--- src/rtl/mem_access_pkg.sv ---
// Shared types and constants for the MEM-stage load/store unit.
package mem_access_pkg;

  typedef enum logic [1:0] {
    S_IDLE,
    S_REQ,
    S_DONE
  } state_t;

  localparam logic [1:0] FAULT_NONE     = 2'b00;
  localparam logic [1:0] FAULT_MISALIGN = 2'b01;
  localparam logic [1:0] FAULT_TIMEOUT  = 2'b10;
  localparam logic [1:0] FAULT_ILLEGAL  = 2'b11;

  localparam logic [2:0] F3_B  = 3'b000;
  localparam logic [2:0] F3_H  = 3'b001;
  localparam logic [2:0] F3_W  = 3'b010;
  localparam logic [2:0] F3_BU = 3'b100;
  localparam logic [2:0] F3_HU = 3'b101;

endpackage

--- src/rtl/load_store_align.sv ---
// Width decode for RV32I accesses: store lane steering, load
// extraction/extension, alignment and illegal-code checks.
module load_store_align
  import mem_access_pkg::*;
(
  input  logic [2:0]  funct3,
  input  logic [1:0]  addr_lo,
  input  logic        is_load,
  input  logic        is_store,
  input  logic [31:0] wr_data,
  input  logic [31:0] rdata,
  output logic [31:0] wdata,
  output logic [3:0]  be,
  output logic [31:0] rd_ext,
  output logic        misaligned,
  output logic        illegal
);

  logic [7:0]  rd_byte;
  logic [15:0] rd_half;

  assign rd_byte = rdata[{addr_lo, 3'b000} +: 8];
  assign rd_half = addr_lo[1] ? rdata[31:16] : rdata[15:0];

  always_comb begin
    wdata      = '0;
    be         = '0;
    rd_ext     = '0;
    misaligned = 1'b0;
    illegal    = is_load && is_store;
    if (is_load) begin
      unique case (funct3)
        F3_B:  rd_ext = {{24{rd_byte[7]}}, rd_byte};
        F3_BU: rd_ext = {24'd0, rd_byte};
        F3_H: begin
          misaligned = addr_lo[0];
          rd_ext     = {{16{rd_half[15]}}, rd_half};
        end
        F3_HU: begin
          misaligned = addr_lo[0];
          rd_ext     = {16'd0, rd_half};
        end
        F3_W: begin
          misaligned = |addr_lo;
          rd_ext     = rdata;
        end
        default: illegal = 1'b1;
      endcase
    end else if (is_store) begin
      unique case (funct3)
        F3_B: begin
          wdata = {4{wr_data[7:0]}};
          be    = 4'b0001 << addr_lo;
        end
        F3_H: begin
          misaligned = addr_lo[0];
          wdata      = {2{wr_data[15:0]}};
          be         = addr_lo[1] ? 4'b1100 : 4'b0011;
        end
        F3_W: begin
          misaligned = |addr_lo;
          wdata      = wr_data;
          be         = 4'b1111;
        end
        default: illegal = 1'b1;
      endcase
    end
  end

endmodule

--- src/rtl/mem_access_unit.sv ---
// MEM-stage load/store unit: valid/ready data bus master with
// width steering, load extension, stall and fault reporting.
module mem_access_unit
  import mem_access_pkg::*;
#(
  parameter int TIMEOUT_CYCLES = 255
) (
  input  logic        clk,
  input  logic        reset,
  input  logic        req_valid_i,
  input  logic        mem_rd_i,
  input  logic        mem_wr_i,
  input  logic [2:0]  funct3_i,
  input  logic [31:0] addr_i,
  input  logic [31:0] wr_data_i,
  output logic        stall_o,
  output logic        done_o,
  output logic [31:0] rd_data_o,
  output logic [1:0]  fault_o,
  output logic        bus_req_o,
  output logic        bus_we_o,
  output logic [31:0] bus_addr_o,
  output logic [31:0] bus_wdata_o,
  output logic [3:0]  bus_be_o,
  input  logic        bus_ready_i,
  input  logic [31:0] bus_rdata_i
);

  localparam bit TO_EN = TIMEOUT_CYCLES != 0;
  localparam int CW =
    TO_EN ? $clog2(TIMEOUT_CYCLES + 1) : 1;
  localparam int TO_LAST_I =
    TO_EN ? TIMEOUT_CYCLES - 1 : 0;
  localparam logic [CW-1:0] TO_LAST = TO_LAST_I[CW-1:0];

  state_t          state, state_n;
  logic            start;
  logic            to_hit;
  logic [CW-1:0]   cnt;
  logic [2:0]      ld_f3;
  logic [1:0]      ld_lo;

  logic [31:0]     st_wdata;
  logic [3:0]      st_be;
  logic            st_mis;
  logic            st_ill;
  logic [31:0]     st_unused_rd;

  logic [31:0]     ld_ext;
  logic [31:0]     ld_unused_wdata;
  logic [3:0]      ld_unused_be;
  logic            ld_unused_mis;
  logic            ld_unused_ill;

  assign start  = req_valid_i && (mem_rd_i || mem_wr_i);
  assign to_hit = TO_EN && (cnt == TO_LAST);

  load_store_align u_req_align (
    .funct3     (funct3_i),
    .addr_lo    (addr_i[1:0]),
    .is_load    (mem_rd_i),
    .is_store   (mem_wr_i),
    .wr_data    (wr_data_i),
    .rdata      (32'd0),
    .wdata      (st_wdata),
    .be         (st_be),
    .rd_ext     (st_unused_rd),
    .misaligned (st_mis),
    .illegal    (st_ill)
  );

  load_store_align u_rd_align (
    .funct3     (ld_f3),
    .addr_lo    (ld_lo),
    .is_load    (1'b1),
    .is_store   (1'b0),
    .wr_data    (32'd0),
    .rdata      (bus_rdata_i),
    .wdata      (ld_unused_wdata),
    .be         (ld_unused_be),
    .rd_ext     (ld_ext),
    .misaligned (ld_unused_mis),
    .illegal    (ld_unused_ill)
  );

  always_comb begin
    state_n   = state;
    stall_o   = 1'b0;
    done_o    = 1'b0;
    bus_req_o = 1'b0;
    unique case (state)
      S_IDLE: begin
        stall_o = start;
        if (start)
          state_n = (st_ill || st_mis) ? S_DONE : S_REQ;
      end
      S_REQ: begin
        stall_o   = 1'b1;
        bus_req_o = 1'b1;
        if (bus_ready_i || to_hit)
          state_n = S_DONE;
      end
      S_DONE: begin
        done_o  = 1'b1;
        state_n = S_IDLE;
      end
      default: state_n = S_IDLE;
    endcase
  end

  always_ff @(posedge clk) begin
    if (reset) begin
      state       <= S_IDLE;
      bus_we_o    <= 1'b0;
      bus_addr_o  <= '0;
      bus_wdata_o <= '0;
      bus_be_o    <= '0;
      rd_data_o   <= '0;
      fault_o     <= FAULT_NONE;
      cnt         <= '0;
      ld_f3       <= '0;
      ld_lo       <= '0;
    end else begin
      state <= state_n;
      unique case (state)
        S_IDLE: begin
          if (start) begin
            if (st_ill) begin
              fault_o   <= FAULT_ILLEGAL;
              rd_data_o <= '0;
            end else if (st_mis) begin
              fault_o   <= FAULT_MISALIGN;
              rd_data_o <= '0;
            end else begin
              bus_we_o    <= mem_wr_i;
              bus_addr_o  <= {addr_i[31:2], 2'b00};
              bus_wdata_o <= st_wdata;
              bus_be_o    <= st_be;
              ld_f3       <= funct3_i;
              ld_lo       <= addr_i[1:0];
              cnt         <= '0;
            end
          end
        end
        S_REQ: begin
          // ready in the final timeout cycle still completes cleanly
          if (bus_ready_i) begin
            fault_o   <= FAULT_NONE;
            rd_data_o <= bus_we_o ? '0 : ld_ext;
          end else if (to_hit) begin
            fault_o   <= FAULT_TIMEOUT;
            rd_data_o <= '0;
          end else begin
            cnt <= cnt + 1'b1;
          end
        end
        default: ;
      endcase
    end
  end

endmodule

--- config.mk ---
export PLATFORM = sky130hd
export DESIGN_NAME = mem_access_unit
export DESIGN_NICKNAME = d
export VERILOG_FILES = /design/src/rtl/mem_access_pkg.sv /design/src/rtl/load_store_align.sv /design/src/rtl/mem_access_unit.sv
export SDC_FILE = /design/constraint.sdc
export NUM_CORES = 1
export LEC_CHECK = 0
export ABC_AREA = 1
export CORE_ASPECT_RATIO = 1.75
export CORE_MARGIN = 2
export CORE_UTILIZATION = 30
export DETAILED_ROUTE_END_ITERATION = 10
export PLACE_DENSITY = 0.64
export REMOVE_ABC_BUFFERS = 1
export SETUP_SLACK_MARGIN = 0.05
export SYNTH_ARGS = -nofsm -noshare
export SYNTH_HDL_FRONTEND = slang
export SYNTH_SLANG_ARGS = --single-unit
--- constraint.sdc ---
create_clock -name clk -period 1.71 [get_ports clk]
set_input_delay 0.2565 -clock clk [delete_from_list [all_inputs] [get_ports clk]]
set_output_delay 0.2565 -clock clk [all_outputs]
set_load 0.02 [all_outputs]
======== Word level (Yosys, flattened, before mapping) ========
Cells that the tools add are included.
W data, S select, Z words.
operators by class
  bitwise operators ....................... 2
  equal/unequal tests ..................... 19
  multiplexer cells ....................... 43
  add/subtract/negate cells ............... 1
  reductions and logical operators ........ 17
  shift-type cells ........................ 2
operators with widths
  cell                   count
  $mux W32               8
  $pmux W32 S5           1
  $pmux W32 S3           1
  $pmux W32 S2           1
  $mux W8                5
  $shiftx A32 B6 Y8      1
  $mux W16               1
  $mux W2                8
  $pmux W8 S2            1
  $eq A3 B3 Y1 const B   4
  $mux W4                3
  $ne A2 B2 Y1 const B   6
  $pmux W4 S3            1
  $add A8 B1 Y8 const B  1
  $eq A8 B8 Y1 const B   1
  $mux W1                8
  $pmux W2 S2            2
  $reduce_and A4 Y1      2
  $eq A3 B1 Y1 const B   2
  $eq A3 B2 Y1 const B   2
  $logic_not A3 Y1       2
  $ne A3 B3 Y1 const B   2
  $pmux W1 S2            3
  $reduce_and A6 Y1      1
  12 further kinds       17
storage, ports and cells
  output and inout bits ................... 106
  word-level logic and storage cells ...... 94
  bits in registers ....................... 116

======== Longest topological paths before layout ========
Gate-level depths: netlist of run 1.
  word-level depth ........................ 9
  gate-level depth with buffers ........... 12
  mapped depth without buffers ............ 12

======== Hierarchy ========
Synthesis of run 1 repeated with hierarchy kept, for this count alone.
second synthesis, totals
  cells, all modules ...................... 1426
  area, all modules ....................... 8125.3 um^2
modules (own cells, without submodules)
  module            instances  cells each  seq. area each (um^2)  area an instance (um^2)
  mem_access_unit   1          654         2322.2                 4772.1
  load_store_align  2          386         0.0                    1676.6

======== Least setup slack after synthesis of run 1 ========
Ideal clock, no wire load.
  path type ............................... reg2reg
  start point ............................. reg ld_lo[1]
  end point ............................... reg rd_data_o[19]
  required time ........................... 1.578 ns
  setup time .............................. 0.132 ns
  arrival ................................. 1.353 ns
  period minus slack after synthesis ...... 1.485 ns
  setup slack ............................. 0.225 ns
  path buffers ............................ 2
  cell stages (with the launch flop) ...... 10
  path through ............................ dfxtp_1 -> buf_2 -> or2_2 -> nand3_1 -> nand2_1 -> nand3_1 -> buf_2 -> nand2_1 -> nand2_1 -> a21oi_1
on the way
  cells in the longest elaborated chain, start to end .. 5
  elaborated cells on any way between the ends .. 6
RTL lines
  item                                                  line                                            RTL
  start, declared                                       mem_access_unit.sv:41                           logic [1:0] ld_lo;
  start signal, assigned                                mem_access_unit.sv:140                          ld_lo <= addr_i[1:0];
  $shiftx A32 B6 Y8 / $mux W16 (equally long branches)  load_store_align.sv:22, load_store_align.sv:23
  $pmux W32 S5 *                                        load_store_align.sv:32                          unique case (funct3)
  $mux W32 *                                            mem_access_unit.sv:149                          rd_data_o <= bus_we_o ? '0 : ld_ext;
  $mux W32 *                                            mem_access_unit.sv:147                          if (bus_ready_i) begin
  $pmux W32 S2 *                                        mem_access_unit.sv:125                          unique case (state)
  end signal, assigned                                  mem_access_unit.sv:149
  end, declared                                         mem_access_unit.sv:18                           output logic [31:0] rd_data_o,
Every way passes the cells marked *; elsewhere a longest branch is shown, timed or not.
A chain may end at the register's enable or synchronous reset.

======== Worst setup path in the final report of run 1 ========
  start point ............................. reg fault_o[0]
  end point ............................... out fault_o[0]
RTL lines
  item                    line                    RTL
  start, declared         mem_access_unit.sv:19   output logic [1:0] fault_o,
  start signal, assigned  mem_access_unit.sv:119  fault_o <= FAULT_NONE;
  start signal, assigned  mem_access_unit.sv:129  fault_o <= FAULT_ILLEGAL;
  start signal, assigned  mem_access_unit.sv:132  fault_o <= FAULT_MISALIGN;
No word-level cell between the ends.

==> results of run 1 <==
worst max path at each step:
stage | endpoint | cells after the start | start | slack, ns
2_1_floorplan | bus_be_o[0] | 7 | funct3_i[2] | -1.78
3_3_place_gp | stall_o | 6 | mem_rd_i | -0.30
3_5_place_dp | bus_addr_o[26] | 9 | funct3_i[0] | -0.34
4_1_cts | rd_data_o[31] | 1 | rd_data_o[31] | 0.05
5_1_grt | bus_be_o[3] | 11 | mem_rd_i | 0.03
6_report | fault_o[0] | 1 | fault_o[0] | 0.08
metrics by stage:
stage                     cell area, µm²  utilization [%]  setup TNS (ns)  std cells
after floorplan                     5590                -         -152.07        874
after global placement              8570             44.7          -24.50       1385
after detailed placement            8570             44.7          -30.93       1385
after CTS                           9140             47.6               0       1417
after global routing                9320             48.6               0       1423
final                               9320             48.6               0       1423
cells in the mapped netlist:
cell        n  area [µm²]
buf_2      26         130
clkinv_1    3        11.3
o21ai_1     1        5.00
buf_4      10        75.1
clkbuf_1   21        78.8
buf_1       3        11.3
nand4_1     8        50.1
ha_1        2        25.0
o21bai_1    1        7.51
nand2_1   387        1450
a21oi_1   116         581
nand3_2     1        10.0
conb_1      1        3.75
xnor2_1     3        26.3
o21ai_0     9        45.0
nor2_1     75         282
a211oi_1    8        60.1
nand2_2     2        12.5
nor2_4      1        11.3
inv_2       6        22.5
nand3_1    64         320
inv_1      42         158
nor3_2      2        20.0
clkbuf_2    1        5.00
dfxtp_1   116        2320
o211ai_1   15         113
and3_1      1        6.26
nor3_1      8        40.0
or2_2       1        6.26
sequential cells by signal, indices dropped and copies added, names as in the netlist:
signal	count
bus_be_o	4
ld_lo	2
rd_data_o	32
bus_addr_o	30
cnt	8
bus_wdata_o	32
ld_f3	3
bus_we_o	1
state	2
fault_o	2
where the power goes:
group | switching (mW) | internal [mW] | total (mW)
clock network | 1.26 | 2.26 | 3.52
logic | 0.817 | 0.702 | 1.52
registers | 0.0454 | 2.79 | 2.83
area by class of cell:
type	count	share of cell area (%)
Antenna cell	2	0.0537
Clock buffer	24	5.17
Clock inverter	8	1.06
Inverter	51	2.08
Multi-Input combinational cell	707	33.4
Sequential cell	116	24.9
Tap cell	241	3.23
Timing Repair Buffer	274	30.1
cells by family (layout without fill, tap and decap cells):
kind of cell / count (synthesis) / count (layout) / synth area share [%]
and+or+nand+nor: 550 / 550 / 37.5
other: 1 / 4 / 0.0637
AOI/OAI and AO/OA: 150 / 150 / 13.8
DFF: 116 / 116 / 39.4
adders and majority gates: 2 / 2 / 0.425
xor gates and xnor gates: 3 / 3 / 0.446
buffers and inverters: 112 / 357 / 8.35
repair_timing:
item	in CTS	in global routing
gates resized for setup	19	42
hold endpoints to repair	0	0
cloned	0	3
pin swaps	0	1
setup buffers	0	1
endpoints found under the setup margin	17	133
layer usage:
layer  part of all wire (%)  wire length [µm]  vias up  GRT usage [%]
met4                    4.0               802        0           10.5
met2                     52             10600      205           33.7
li1                       -                 -     3448              -
met1                     38              7700     3010           20.0
met3                    5.8              1180       46           4.37
met5                      0                 0        -              0
layout by cell type, fill, tap and decap left out, types with 3 or more instances in the layout:
cell type        instances
a211oi_1                 8
a21oi_1                115
buf_12                  10
buf_4                   53
clkbuf_1                 4
clkbuf_16               20
clkbuf_8                 3
clkdlybuf4s50_1        161
clkinv_1                 3
clkinv_2                 3
dfxtp_1                116
dlygate4sd2_1           14
dlymetal6s2s_1          29
inv_1                   41
inv_2                    6
nand2_1                386
nand3_1                 64
nand4_1                  8
nor2_1                  74
nor3_1                   8
o211ai_1                15
o21ai_0                  9
xnor2_1                  3
==> impl_metrics.toml, run 1 <==
[clock_tree]
hold_buffers = 0
cts_max_level = 4
tritoncts = "done"
clock-root-buffer = "clkbuf_16"
numCtsBuffers = 17
cts_buffer_depth = 2
cts.sinks = 116
clk_pin_slew_ns = 0.05
worstSkewPairLatency_ns = 0.41

[floorplanning]
initial_core_util_pct = 30.7
die_h_um = 189
row_count = 67
fp.dieW_um = 110
core_area_um2 = 19200
num_io_pins = 211
dieArea_um2 = 20800

[outcome]
status = "finished clean"

[power]
finalPower_mw = 7.87
leakage_nw = 4.17
power.density_nw_per_um2 = 844
ir_worst_vdd_mv = 0.573

[min_path]
holdPathEnd = "state[0]"
holdPathStages = 2
worstHoldStart = "reset"
hold_path_class = "input pin to flop"

[global_routing]
grt_pass1_wl_um = 31000
grt_antenna_before_repair = 2
overflow = 0
grt_max_degree = 55
grt_usage_pct = 19.0
grt_pass1_vias = 6336

[drt]
wl_per_cell_um = 14.3
drc = 0
routed_wl_um = 20300
firstDrtPassIters = 4
vias_per_cell = 4.71
dr_total_vias = 6709
ant_nets = 0
drtIter0Drc = 285

[sta]
rsz0062_at_grt = "yes"
drv_slew = 0
min_period_ns = 1.63
hold_violations = 0
finalWorstSetupSlack_ns = 0.0796
holdWs_ns = 0.205
skew_ns = 0.00995
finalSetupViolCount = 0
fin_crit_sh_pct = 95.3
max_freq_mhz = 613

[worst_setup_path]
cp_cell_sequence = "clkdlybuf4s50_1"
r2r_end = "rd_data_o[20]"
critPathBufInv = 1
worstReg2RegStart = "cnt[0]"
cp-end-kind = "output pin"
cp_data_arrival_time_ns = 1.37
path_max_fanout = 2
critical-path-slowest-cell = "clkdlybuf4s50_1"
cp.required_ns = 1.45
path_delay_family = "buffers and inverters"
rrSetupSlack_ns = 0.21
max_stage_delay_ns = 0.64
crit_type = "flop to output pin"
worst_setup_path_start_kind = "flop"
ff2ff_path_depth = 12

[final_layout]
nets = 1274
ff_latch_area_um2 = 2320
drive_above_1_share_pct = 9.75
multi_input_area_um2 = 3120
fillers = 1950
synthToLayoutAreaGrowth_pct = 58.2

[place]
gp_congestion = 0.844
dp_hpwl_um = 14400
io_buffers = 208
pre_cts_slack_ns = -0.335

[yosys]
syn_area_um2 = 5890
seq_area_frac_synth_pct = 39.4
synth.distinct_cells = 29
yosysWarnings = 0
synthesis.instances = 934
ys_ff_latch = 116
avgSynthCellArea_um2 = 6.31

[job]
cap_violations = 0
Note: power is estimated with default switching activity, not from simulation.
==> run 2: changes to the inputs <==
--- a/config.mk
+++ b/config.mk
@@ -10,7 +10,7 @@
 export CORE_MARGIN = 2
 export CORE_UTILIZATION = 30
 export DETAILED_ROUTE_END_ITERATION = 10
-export PLACE_DENSITY = 0.64
+export PLACE_DENSITY = 0.67
 export REMOVE_ABC_BUFFERS = 1
 export SETUP_SLACK_MARGIN = 0.05
 export SYNTH_ARGS = -nofsm -noshare
==> constraint.sdc (replaced) <==
create_clock -name clk -period 1.3 [get_ports clk]
set_input_delay 0.195 -clock clk [delete_from_list [all_inputs] [get_ports clk]]
set_output_delay 0.195 -clock clk [all_outputs]
set_load 0.02 [all_outputs]
==> impl_metrics.toml, run 2 (synthesis gave the netlist of run 1 again) <==
[worst_setup_path]
worst_setup_path_start_kind = "flop"
cp_cell_sequence = "nor2_4 -> nand3_2 -> buf_6 -> clkinv_4 -> nand3_4 -> buf_6 -> clkbuf_16 -> nand2_2 -> a21oi_2"
max_stage_delay_ns = 0.37
path_max_fanout = 7
crit_top_cell = "buf_6"
crit_path_end = "bus_wdata_o[1]"
startpoint = "state[0]"
cp.required_ns = 1.60
cp-end-kind = "flop"
r2r_end = "bus_wdata_o[1]"
cp_data_arrival_time_ns = 1.90
critical-path-slowest-cell = "dfxtp_4"
worstReg2RegStart = "state[0]"
crit_type = "flop to flop"
rrSetupSlack_ns = -0.31
ff2ff_path_depth = 9

[clock_tree]
clk_pin_slew_ns = 0.06
worstSkewPairLatency_ns = 0.41
cts_buffer_depth = 2
numCtsBuffers = 17
cts_max_level = 4
hold_buffers = 0
tritoncts = "done"
clock-root-buffer = "clkbuf_16"
cts.sinks = 116

[outcome]
status = "finished, violations left"
violations = "negative setup slack"

[power]
seq_power_share_pct = 33.0
power.density_nw_per_um2 = 1070
combPwrFrac_pct = 24.5
ir_worst_vdd_mv = 0.985
leakage_nw = 4.48
p_clk_share_pct = 42.5
p_int_mw = 8.09
switching_power_mw = 3.26
swShare_pct = 28.7

[global_routing]
grt_antenna_before_repair = 1
grt_max_degree = 46
grt_pass1_vias = 6941
grt_pass1_wl_um = 35400
grt_usage_pct = 21.9
overflow = 0

[min_path]
hold_path_class = "input pin to flop"
worstHoldStart = "reset"

[place]
gp_congestion = 0.878
dp_cells = 1404
io_buffers = 208
dp_hpwl_um = 14600
dpl_cell_area_um2 = 8720

[drt]
ant_nets = 0
routed_wl_um = 24900
dr_total_vias = 7329
firstDrtPassIters = 5
vias_per_cell = 4.95
drc = 0
drtIter0Drc = 396
wl_per_cell_um = 16.8

[final_layout]
reg_top3 = "bus_wdata_o (32), rd_data_o (32), bus_addr_o (30)"
final_common_cell = "nand2_1"
synthToLayoutAreaGrowth_pct = 80.6
drive_above_1_share_pct = 34.3
postLayoutCellArea_um2 = 10600
fin_util_pct = 55.4
final_cell_mix = "nand2_1, dfxtp_1, clkdlybuf4s50_1"
nets = 1334
fin_cells = 1482

[sta]
drv_slew = 0
finalWorstSetupSlack_ns = -0.306
rsz0062_at_grt = "yes"
max_freq_mhz = 623
fin_crit_sh_pct = 124
hold_violations = 0
finalSetupViolCount = 118
skew_ns = 0.0101
min_period_ns = 1.61

[job]
cap_violations = 0

[floorplanning]
row_count = 67
core_area_um2 = 19200
dieArea_um2 = 20800
num_io_pins = 211
die_h_um = 189
fp.dieW_um = 110
initial_core_util_pct = 30.7
[run 2: timing repair]
item	4_1_cts	5_1_grt
pin swaps	9	28
cloned	10	17
resized for setup	392	212
endpoints found under the setup margin	219	154
buffers inserted	12	7
[run 2: critical path: cells and delay by family, from the launching register on]
family,cells,cell delay (ns)
buf+inv,4,0.60
simple gates,4,0.48
flops,1,0.37
compound gates,1,0.06
[run 2: final cells by class]
class | count | area, µm²
clock inverters | 12 | 154
multi-input cells | 707 | 3710
inverters | 51 | 211
well taps | 241 | 302
repair buffers | 333 | 3470
clock buffers | 20 | 447
diodes | 1 | 2.50
fillers | 1781 | 8560
repair inverters | 1 | 11.3
flip-flops and latches | 116 | 2330
[run 2: routing by layer]
metal	GRT usage [%]	vias up	part of all wire [%]
met5	0	-	0
met2	40.5	269	54
met3	4.65	83	5.3
li1	-	3591	-
met4	10.7	0	6.1
met1	22.5	3386	34
[run 2: how the worst min path moves through the flow]
stage / depth (start not counted) / end / slack (ns)
floorplan: 1 / bus_addr_o[10] / 0.26
global placement: 2 / rd_data_o[11] / 0.45
detailed placement: 2 / rd_data_o[12] / 0.45
CTS: 2 / bus_wdata_o[26] / 0.15
global route: 2 / bus_wdata_o[26] / 0.16
finish: 2 / bus_wdata_o[26] / 0.15
[run 2: power by group through the flow]
stage,Combinational [mW],Clock (mW),Sequential (mW)
final,2.78,4.82,3.75
after global placement,1.96,0,3.80
after CTS,2.32,4.91,3.73
after global routing,2.97,5.08,3.76
after floorplan,0.686,0,3.91
after detailed placement,1.97,0,3.80
[run 2: per-stage QoR]
step	power, mW	setup slack [ns]	TNS (ns)	hold slack [ns]
after detailed placement	5.77	-0.670	-69.41	0.452
final	11.3	-0.306	-29.34	0.155
after global routing	11.8	-0.363	-37.61	0.163
after global placement	5.76	-0.616	-65.98	0.449
after CTS	11.0	-0.200	-19.74	0.147
after floorplan	4.59	-2.13	-192.50	0.264
